--- src/rtl/stage_writeback_ext.sv ---
// Writeback stage: registers the selected result into WB with load extraction,
// misalignment detection, stall/flush control and a retired-instruction counter.
module stage_writeback_ext #(
  parameter int unsigned XLEN       = 32,
  parameter int unsigned REG_ADDR_W = 5,
  parameter int unsigned CNT_W      = 64
) (
  input  logic                  clk,
  input  logic                  rst,
  input  logic                  mem_valid,
  input  logic [REG_ADDR_W-1:0] mem_rd,
  input  logic [1:0]            mem_result_src,
  input  logic [XLEN-1:0]       mem_alu_result,
  input  logic [XLEN-1:0]       mem_read_data,
  input  logic [XLEN-1:0]       mem_instr_addr_plus,
  input  logic                  mem_regfile_wr_enable,
  input  logic [2:0]            mem_load_funct3,
  input  logic                  wb_stall,
  input  logic                  wb_flush,
  output logic                  wb_valid,
  output logic [REG_ADDR_W-1:0] wb_rd,
  output logic [XLEN-1:0]       wb_write_data,
  output logic                  wb_regfile_wr_enable,
  output logic                  wb_misaligned,
  output logic [CNT_W-1:0]      wb_instret
);

  localparam int unsigned OFS_W = $clog2(XLEN / 8);

  logic [OFS_W-1:0]      off;
  logic [XLEN-1:0]       shifted;
  logic [XLEN-1:0]       load_val;
  logic                  load_mis;
  logic                  misaligned;
  logic [XLEN-1:0]       sel_data;

  logic                  valid_q, valid_d;
  logic [REG_ADDR_W-1:0] rd_q, rd_d;
  logic [XLEN-1:0]       data_q, data_d;
  logic                  we_q, we_d;
  logic                  mis_q, mis_d;
  logic [CNT_W-1:0]      instret_q, instret_d;

  // Load extraction: shift the addressed lane down to bit 0, then extend.
  always_comb begin
    off      = mem_alu_result[OFS_W-1:0];
    shifted  = mem_read_data >> {off, 3'b000};
    load_val = mem_read_data;
    load_mis = 1'b0;
    case (mem_load_funct3)
      3'b000: load_val = XLEN'($signed(shifted[7:0]));
      3'b100: load_val = XLEN'(shifted[7:0]);
      3'b001: begin
        load_val = XLEN'($signed(shifted[15:0]));
        load_mis = off[0];
      end
      3'b101: begin
        load_val = XLEN'(shifted[15:0]);
        load_mis = off[0];
      end
      3'b010: begin
        load_val = XLEN'($signed(shifted[31:0]));
        load_mis = (off[1:0] != 2'b00);
      end
      3'b110: begin
        if (XLEN == 64) begin
          load_val = XLEN'(shifted[31:0]);
          load_mis = (off[1:0] != 2'b00);
        end
      end
      3'b011: begin
        if (XLEN == 64) begin
          load_val = mem_read_data;
          load_mis = (off != '0);
        end
      end
      default: ;
    endcase
  end

  // Result select and misalignment qualification.
  always_comb begin
    misaligned = mem_valid && (mem_result_src == 2'b01) && load_mis;
    case (mem_result_src)
      2'b01:   sel_data = load_val;
      2'b10:   sel_data = mem_instr_addr_plus;
      default: sel_data = mem_alu_result;
    endcase
  end

  // Next-state: flush beats stall, stall holds everything.
  always_comb begin
    valid_d   = valid_q;
    rd_d      = rd_q;
    data_d    = data_q;
    we_d      = we_q;
    mis_d     = mis_q;
    instret_d = instret_q;
    if (wb_flush) begin
      valid_d = 1'b0;
      rd_d    = '0;
      data_d  = '0;
      we_d    = 1'b0;
      mis_d   = 1'b0;
    end else if (!wb_stall) begin
      valid_d = mem_valid;
      rd_d    = mem_rd;
      data_d  = sel_data;
      we_d    = mem_valid && mem_regfile_wr_enable && (mem_rd != '0) && !misaligned;
      mis_d   = misaligned;
      if (mem_valid) begin
        instret_d = instret_q + CNT_W'(1);
      end
    end
  end

  always_ff @(posedge clk) begin
    if (rst) begin
      valid_q   <= 1'b0;
      rd_q      <= '0;
      data_q    <= '0;
      we_q      <= 1'b0;
      mis_q     <= 1'b0;
      instret_q <= '0;
    end else begin
      valid_q   <= valid_d;
      rd_q      <= rd_d;
      data_q    <= data_d;
      we_q      <= we_d;
      mis_q     <= mis_d;
      instret_q <= instret_d;
    end
  end

  assign wb_valid             = valid_q;
  assign wb_rd                = rd_q;
  assign wb_write_data        = data_q;
  assign wb_regfile_wr_enable = we_q;
  assign wb_misaligned        = mis_q;
  assign wb_instret           = instret_q;

endmodule
--- config.mk ---
export PLATFORM = sky130hd
export DESIGN_NAME = stage_writeback_ext
export DESIGN_NICKNAME = d
export VERILOG_FILES = /design/src/rtl/stage_writeback_ext.sv
export SDC_FILE = /design/constraint.sdc
export NUM_CORES = 1
export LEC_CHECK = 0
export BUFFER_PORTS_ARGS = -buffer_cell sky130_fd_sc_hd__buf_4
export CAP_MARGIN = 20
export CORE_ASPECT_RATIO = 1.4
export CORE_MARGIN = 4
export CORE_UTILIZATION = 45
export DETAILED_ROUTE_END_ITERATION = 8
export GPL_ROUTABILITY_DRIVEN = 0
export PLACE_DENSITY = 0.81
export SYNTH_ARGS = -nofsm -noshare
export SYNTH_HDL_FRONTEND = slang
export SYNTH_SLANG_ARGS = --single-unit
--- constraint.sdc ---
create_clock -name clk -period 2.32 [get_ports clk]
set_input_delay 0.464 -clock clk [delete_from_list [all_inputs] [get_ports clk]]
set_output_delay 0.464 -clock clk [all_outputs]
set_load 0.02 [all_outputs]
After elaboration in Yosys (flattened, before gate mapping)
Cells that the tools add are included.

cells by class
  shifts and indexed selects = 1
  multiplexer cells = 3
  reduce and logical (&&, ||, !) cells = 12
  eq/ne operators = 6
  bitwise logic cells = 2
  add/sub/neg operators = 1

operators with widths
  kind                     number
  $pmux W32 S5             1
  $add A64 B1 Y64 const B  1
  $pmux W32 S2             1
  $shr A32 B5 Y32          1
  $eq A3 B3 Y1 const B     2
  $logic_and A1 B1 Y1      5
  $reduce_bool A5 Y1       1
  $reduce_or A2 Y1         2
  $eq A3 B1 Y1 const B     1
  $eq A3 B2 Y1 const B     1
  $logic_not A3 Y1         1
  $reduce_and A3 Y1        1
  $eq A2 B1 Y1 const B     1
  $eq A2 B2 Y1 const B     1
  $not A1 Y1               2
  $pmux W1 S2              1
  $reduce_bool A2 Y1       1
  $logic_not A1 Y1         1

storage, ports and cells
  word-level logic and storage cells = 31
  input bits = 112
  flip-flop bits (word level) = 104

Depth between registers and ports, before layout
Gate-level depths: netlist (run 1).

  word-level depth = 6
  mapped depth = 9
  depth with buffers taken out = 7

Worst setup path after synthesis (run 1)
OpenSTA, ideal clock, no wires.

  path kind = reg-to-reg
  start = register instret_q[4], in the netlist wb_instret[4]
  end = register instret_q[46], in the netlist wb_instret[46]
  setup slack = -19 ps
  library setup time = 70 ps
  stages on the path, launching flop included = 8
  arrival time = 2,269 ps
  clock period less this slack = 2,339 ps
  data required time = 2,250 ps
  buffers on the path = 2
  cell sequence = dfxtp_1 nand3_2 or3_1 buf_6 or3_1 buf_2 or4_1 a21oi_1

on the way
  cells in the longest elaborated chain, start to end = 1

ends and longest elaborated chain
  what                    line  RTL
  start, declared         42    logic [CNT_W-1:0] instret_q, instret_d;
  start signal, assigned  131   instret_q <= instret_d;
  $add A64 B1 Y64         112   instret_d = instret_q + CNT_W'(1);

Every way passes these cells.
A chain may end at the register's enable or synchronous reset.

Final worst setup path (run 1)
  start = register instret_q[22], in the netlist wb_instret[22]
  end = register instret_q[61], in the netlist wb_instret[61]

Same word-level chain as after synthesis.

==> impl_metrics.toml, run 1 <==
[run_status]
run_status = "finished, final reports clean"

[yosys]
synthTopCellsByArea = "dfxtp_1 36%, a21oi_1 7.1%, nand2_1 4.9%, o31ai_1 4.4%, o21ai_0 4.3%"
syn_nets = 860
syn-cell-area_sq_um = 5860
async_flop_share = 0
yosysWarnings = 0
synth-edff-count = 0
ys_ff_latch = 104
yosysUniqueCellTypes = 58
synth_cells = 745
netlist.top_cell.by_area = "dfxtp_1"
synth_top_area_share = 0.355
synthTopCellsByCount = "104 x dfxtp_1, 83 x a21oi_1, 76 x nand2_1"
avgSynthCellArea_sq_um = 7.86
yosys.cell_count.top_type = "dfxtp_1"
synthFlopType = "dfxtp_1"
seq_area_frac_synth = 0.355

[timing]
slew_headroom = 0.550
period_share = 0.919
worst_slew_pin_slew_ps = 667
rsz0062_at_grt = "false"
finalHoldWorstSlack_ps = 356
fin_ws_ps = 189
finalCriticalPeriod_ps = 2130
setup_viol = 0
finalHoldViolCount = 0
fin_setup_tns_ps = 0
slew_violations = 0
finClkSkew_ps = 8.34
max_freq_mhz = 469

[route]
wire_per_inst_um = 18.9
viasPerCell = 6.07
ant_nets = 0
wirelength_um = 21400
first_iter_violations = 479
vias = 6900
drtPass1Iterations = 5
drc_errors = 0

[floorplanning]
core_sq_um = 12800
dieHeight_um = 143
rows = 49
io_pins = 216
die_area_sq_um = 14900
fp.dieW_um = 104
start_util = 0.457

[worst_setup_path]
crit_chain = "and4_1 > and4_1 > nand4_1 > buf_4 > or4_1 > a21oi_1"
r2r-end = "wb_instret[61]$_SDFFE_PP0P_"
crit_slowest_cell = "or4_1"
worst-r2r-cell-count = 6
end_kind = "register"
cpPeakStageDelay_ps = 530
worstPathArrival_ps = 2400
cp_max_fo = 31
path_class = "reg -> reg"
cp-start-kind = "register"
rr_startpoint = "wb_instret[22]$_SDFFE_PP0P_"
crit_top_cell = "and4_1"
critical_path_required_ps = 2590
rrSetupSlack_ps = 190

[grt]
grt_pass1_wl_um = 33600
first_global_vias = 6610
antenna_found_initial = 0
grt-ovfl-total = 0
grt_usage = 0.275
grt_max_degree = 54

[cts]
cts_tree = "built"
cts_buffer_depth = 2
clockRootBuffer = "clkbuf_16"
clkTransAtPathRegs_ps = 80
clock_sinks = 104
cts_htree_levels = 3
cts_hold_buffers = 0
clkLatencyLatePin_ps = 350
cts_buffers = 9

[finish]
register_area_sq_um = 2080
fillerInstances = 1170
antennaDiodeCount = 0
syn_to_final_growth_pct = 40.1
drive_gt1_frac = 0.315
multi_input_area_sq_um = 3520
fin_nets = 1094

[worst_hold_path]
min_path_cells = 3
timing.hold.worst_endpoint = "wb_rd[1]$_SDFFE_PP0N_"
hold_path.class = "in -> reg"
min_from = "mem_rd[1]"

[pwr]
leakagePower_nw = 3.39
pwr-share-clk = 0.393
ir_drop_uv = 328
power_per_cell_area_nw_per_um2 = 501
p_int_mw = 3.00
sw_frac_of_total = 0.272
p_switching_mw = 1.12
power_frac_seq = 0.444
p_comb_frac = 0.162

[run]
cap_violations = 0

[placement]
dpl_worst_slack_ps = -31.9
io_buffers = 215
dp_hpwl_um = 16400
[timing repair]
item                                    CTS  global route
gates resized for setup                   0             1
buffers inserted                          0             0
endpoints found under the setup margin    0             5
[cell families (layout without fill, tap and decap cells)]
kind of cell	after synthesis	after routing	synth area share
adder cells (fa/ha/maj)	3	3	0.00641
buffers and inverters	63	302	0.0440
flip-flops	104	104	0.355
XOR/XNOR	27	27	0.0404
AO/OA/AOI/OAI	244	244	0.261
multiplexers	22	22	0.0416
AND/OR/NAND/NOR	282	282	0.252
[how the worst max path moves through the flow]
stage                                startpoint                           to  cells past startpoint
floorplan                              wb_stall  wb_instret[46]$_SDFFE_PP0P_                      7
detailed placement                     wb_stall  wb_instret[46]$_SDFFE_PP0P_                      6
CTS                  wb_instret[6]$_SDFFE_PP0P_  wb_instret[46]$_SDFFE_PP0P_                      5
global placement                       wb_stall  wb_instret[42]$_SDFFE_PP0P_                      6
finish              wb_instret[22]$_SDFFE_PP0P_  wb_instret[61]$_SDFFE_PP0P_                      6
global route        wb_instret[22]$_SDFFE_PP0P_  wb_instret[41]$_SDFFE_PP0P_                      5
[critical path: cells and delay by family (launching register included)]
kind                   cells  cell delay [ps]
and+or+nand+nor            4             1230
DFF                        1              410
buffers and inverters      1              240
AOI/OAI and AO/OA          1              170
[sequential cells by signal (all words and copies together), names as in the netlist]
name	count
wb_instret	64
wb_write_data	32
wb_misaligned	1
wb_rd	5
wb_regfile_wr_enable	1
wb_valid	1
[through the flow]
step,total power [mW],util,cells,instance area [sq um]
after floorplan,2.20,-,745,5860
after global routing,4.26,0.641,1137,8210
after global placement,2.52,0.616,1121,7890
after detailed placement,2.53,0.616,1121,7890
final,4.11,0.641,1137,8210
after CTS,4.12,0.640,1137,8200
[layer usage]
metal  vias to the layer above  share of wire  global-route usage
met2                       341           0.51               0.491
met1                      3230           0.38               0.313
met4                         0          0.041               0.137
met5                         -              0                   0
met3                        54          0.077              0.0538
li1                       3275              -                   -
[layout make-up]
type | count | area share
clock buffer | 10 | 0.0291
clock inverter | 6 | 0.00914
inverter | 14 | 0.00640
multi-input combinational | 578 | 0.429
sequential | 104 | 0.254
tap | 153 | 0.0233
timing repair buffer | 272 | 0.249
[cell usage in the layout, fill, tap and decap left out, drive strengths merged, types with 8 or more instances in the layout]
cell	netlist	layout
inv	14	16
xor2	14	14
nor2	54	54
buf	9	272
xnor2	13	13
o21ai	50	50
dfxtp	104	104
mux2i	12	12
clkbuf	40	10
a21o	8	8
o31ai	34	34
mux2	9	9
a221oi	9	9
or4	26	26
o22ai	17	17
nand2	76	76
nand3	38	38
nor3	12	12
a21oi	83	83
nand4	23	23
and4	10	10
[power by group through the flow]
stage	Clock [mW]	Sequential [mW]	Combinational (mW)
detailed placement	0	1.87	0.656
finish	1.62	1.83	0.667
CTS	1.64	1.83	0.657
floorplan	0	1.90	0.294
global placement	0	1.87	0.650
global route	1.71	1.83	0.719
Power figures use the tool's default switching activity.
==> inputs of run 2 (changes only) <==
==> config.mk (replaced) <==
export PLATFORM = sky130hd
export DESIGN_NAME = stage_writeback_ext
export DESIGN_NICKNAME = d
export VERILOG_FILES = /design/src/rtl/stage_writeback_ext.sv
export SDC_FILE = /design/constraint.sdc
export NUM_CORES = 1
export LEC_CHECK = 0
export BUFFER_PORTS_ARGS = -buffer_cell sky130_fd_sc_hd__buf_2
export CAP_MARGIN = 20
export CORE_ASPECT_RATIO = 1.75
export CORE_MARGIN = 4
export CORE_UTILIZATION = 47
export CTS_BUF_LIST = sky130_fd_sc_hd__clkbuf_4
export DETAILED_ROUTE_END_ITERATION = 8
export GPL_ROUTABILITY_DRIVEN = 0
export PLACE_DENSITY = 0.84
export SYNTH_ARGS = -nofsm -noshare
export SYNTH_HDL_FRONTEND = slang
export SYNTH_SLANG_ARGS = --single-unit
==> run 2 against run 1 <==
Net effect: via count rose by 2.0%; sequential cell count unchanged; combinational power fell by 9.4%; count of clock-buffer cells in the layout is 1 lower; maximum frequency shrank 2.9%; sequential share of layout area rose by 2.3 points; clock power is 43% lower; critical path depth stayed put; sequential power is essentially flat; power decreased by 18%; critical endpoint is now wb_instret[36]$_SDFFE_PP0P_; largest cell class unchanged.
==> impl_metrics.toml, run 2 (synthesis results as in run 1) <==
[worst_setup_path]
cp_max_fo = 17
critical_path_required_ps = 2720
cp-start-kind = "register"
worstPathArrival_ps = 2600
cp_num_buf_inv = 1
end_kind = "register"
cpPeakStageDelay_ps = 480
crit_chain = "and4_1 > nand4_1 > or3_1 > buf_4 > or4_1 > a21oi_1"
crit_slowest_cell = "or4_1"
path_delay_family = "simple AND/OR/NAND/NOR gates"
path_class = "reg -> reg"

[cts]
clockRootBuffer = "clkbuf_4"
cts_buffers = 9
clkTransAtPathRegs_ps = 180
clock_sinks = 104
cts_hold_buffers = 0
cts_setup_buffers = 0
cts_tree = "built"
clkLatencyLatePin_ps = 470
cts_buffer_depth = 2
cts_htree_levels = 3

[finish]
fillerInstances = 1158
drive_gt1_frac = 0.319
multi_input_area_sq_um = 3520
register_area_sq_um = 2090
syn_to_final_growth_pct = 28.6
final_cell_mix = "215 x buf_2, 100 x dfxtp_1, 83 x a21oi_1"
fin_nets = 1098
fin_cells = 1154
final_common_cell = "buf_2"
largest_reg_flops = 64

[grt]
grt_usage = 0.292
grt-ovfl-total = 0
grt_pass1_wl_um = 33400
first_global_vias = 6591
antenna_found_initial = 1
grt_max_degree = 67

[floorplanning]
io_pins = 216
die_area_sq_um = 14400
start_util = 0.483
fp.dieW_um = 92.4
core_sq_um = 12100
rows = 53
dieHeight_um = 156

[run_status]
run_status = "finished, final reports clean"

[route]
drtPass1Iterations = 6
first_iter_violations = 350
wl_met3_um = 1640
drc_errors = 0
wire_per_inst_um = 18.6
routed-wl-met2_um = 11400
vias = 7038
ant_nets = 0
viasPerCell = 6.10
met1Wirelength_um = 7040
wirelength_um = 21500
top_layer = "met4"

[pwr]
ir_drop_uv = 288
p_switching_mw = 1.07
leakagePower_nw = 3.25
pwr-share-clk = 0.275
power_frac_seq = 0.545
sw_frac_of_total = 0.318
power_per_cell_area_nw_per_um2 = 446
p_int_mw = 2.29
p_comb_frac = 0.180

[placement]
dpl_worst_slack_ps = 54.6
io_buffers = 215
dp_hpwl_um = 16500
dp_cells = 1137

[worst_hold_path]
hold_path.class = "in -> reg"

[run]
cap_violations = 0

[timing]
slew_violations = 0
finalHoldWorstSlack_ps = 230
fin_setup_tns_ps = 0
fin_ws_ps = 126
rsz0062_at_grt = "false"
setup_viol = 0
finalCriticalPeriod_ps = 2190
slew_headroom = 0.420
finalHoldViolCount = 0
finClkSkew_ps = 12.5
max_freq_mhz = 456
worst_slew_pin_slew_ps = 861
period_share = 0.946
## run 2: timing repair
| item | in CTS | in global routing |
|---|---|---|
| gates resized for setup | 0 | 3 |
| endpoints found under the setup margin | 0 | 4 |
| endpoints found under the hold margin | 0 | 0 |
## run 2: through the flow
stage	instance area [sq um]	power, mW	utilization
floorplan	5860	2.20	-
global placement	7400	2.45	0.610
detailed placement	7400	2.46	0.610
CTS	7530	3.39	0.621
global route	7540	3.52	0.621
finish	7540	3.36	0.621
## run 2: worst reg2reg max path, stage by stage (launching register included)
cell	delay [ps]
dfxtp_1	410
and4_1	310
nand4_1	210
or3_1	370
buf_4	200
or4_1	490
a21oi_1	140
## run 2: path summary, 6_finish.rpt
kind | slack, ps | endpoint | startpoint | cells after the start
worst max register to register | 130 | wb_instret[36]$_SDFFE_PP0P_ | wb_instret[16]$_SDFFE_PP0P_ | 6
worst min-delay path | 230 | wb_rd[3]$_SDFFE_PP0N_ | mem_rd[3] | 3
worst min register to register | 450 | wb_write_data[19]$_SDFFE_PP0N_ | wb_write_data[19]$_SDFFE_PP0N_ | 2
worst max-delay path | 130 | wb_instret[36]$_SDFFE_PP0P_ | wb_instret[16]$_SDFFE_PP0P_ | 6
## run 2: power by group through the flow
stage / clock, mW / sequential, mW / combinational [mW]
global placement: 0 / 1.87 / 0.582
floorplan: 0 / 1.90 / 0.294
global route: 1.04 / 1.84 / 0.650
CTS: 0.964 / 1.83 / 0.589
finish: 0.926 / 1.83 / 0.604
detailed placement: 0 / 1.87 / 0.588
## run 2: area by class of cell
| class | instances | area share |
|---|---|---|
| multi-input cells | 578 | 0.467 |
| flip-flops and latches | 104 | 0.277 |
| repair buffers | 276 | 0.204 |
| well taps | 165 | 0.0274 |
| clock buffers | 9 | 0.00896 |
| clock inverters | 7 | 0.00880 |
| inverters | 14 | 0.00697 |
| diodes | 1 | 0.000332 |
## run 2: per-layer routing
metal / vias to the layer above / GRT usage
met3: 97 / 0.0584
met2: 403 / 0.548
li1: 3286 / -
met1: 3252 / 0.281
met5: - / 0
met4: 0 / 0.194
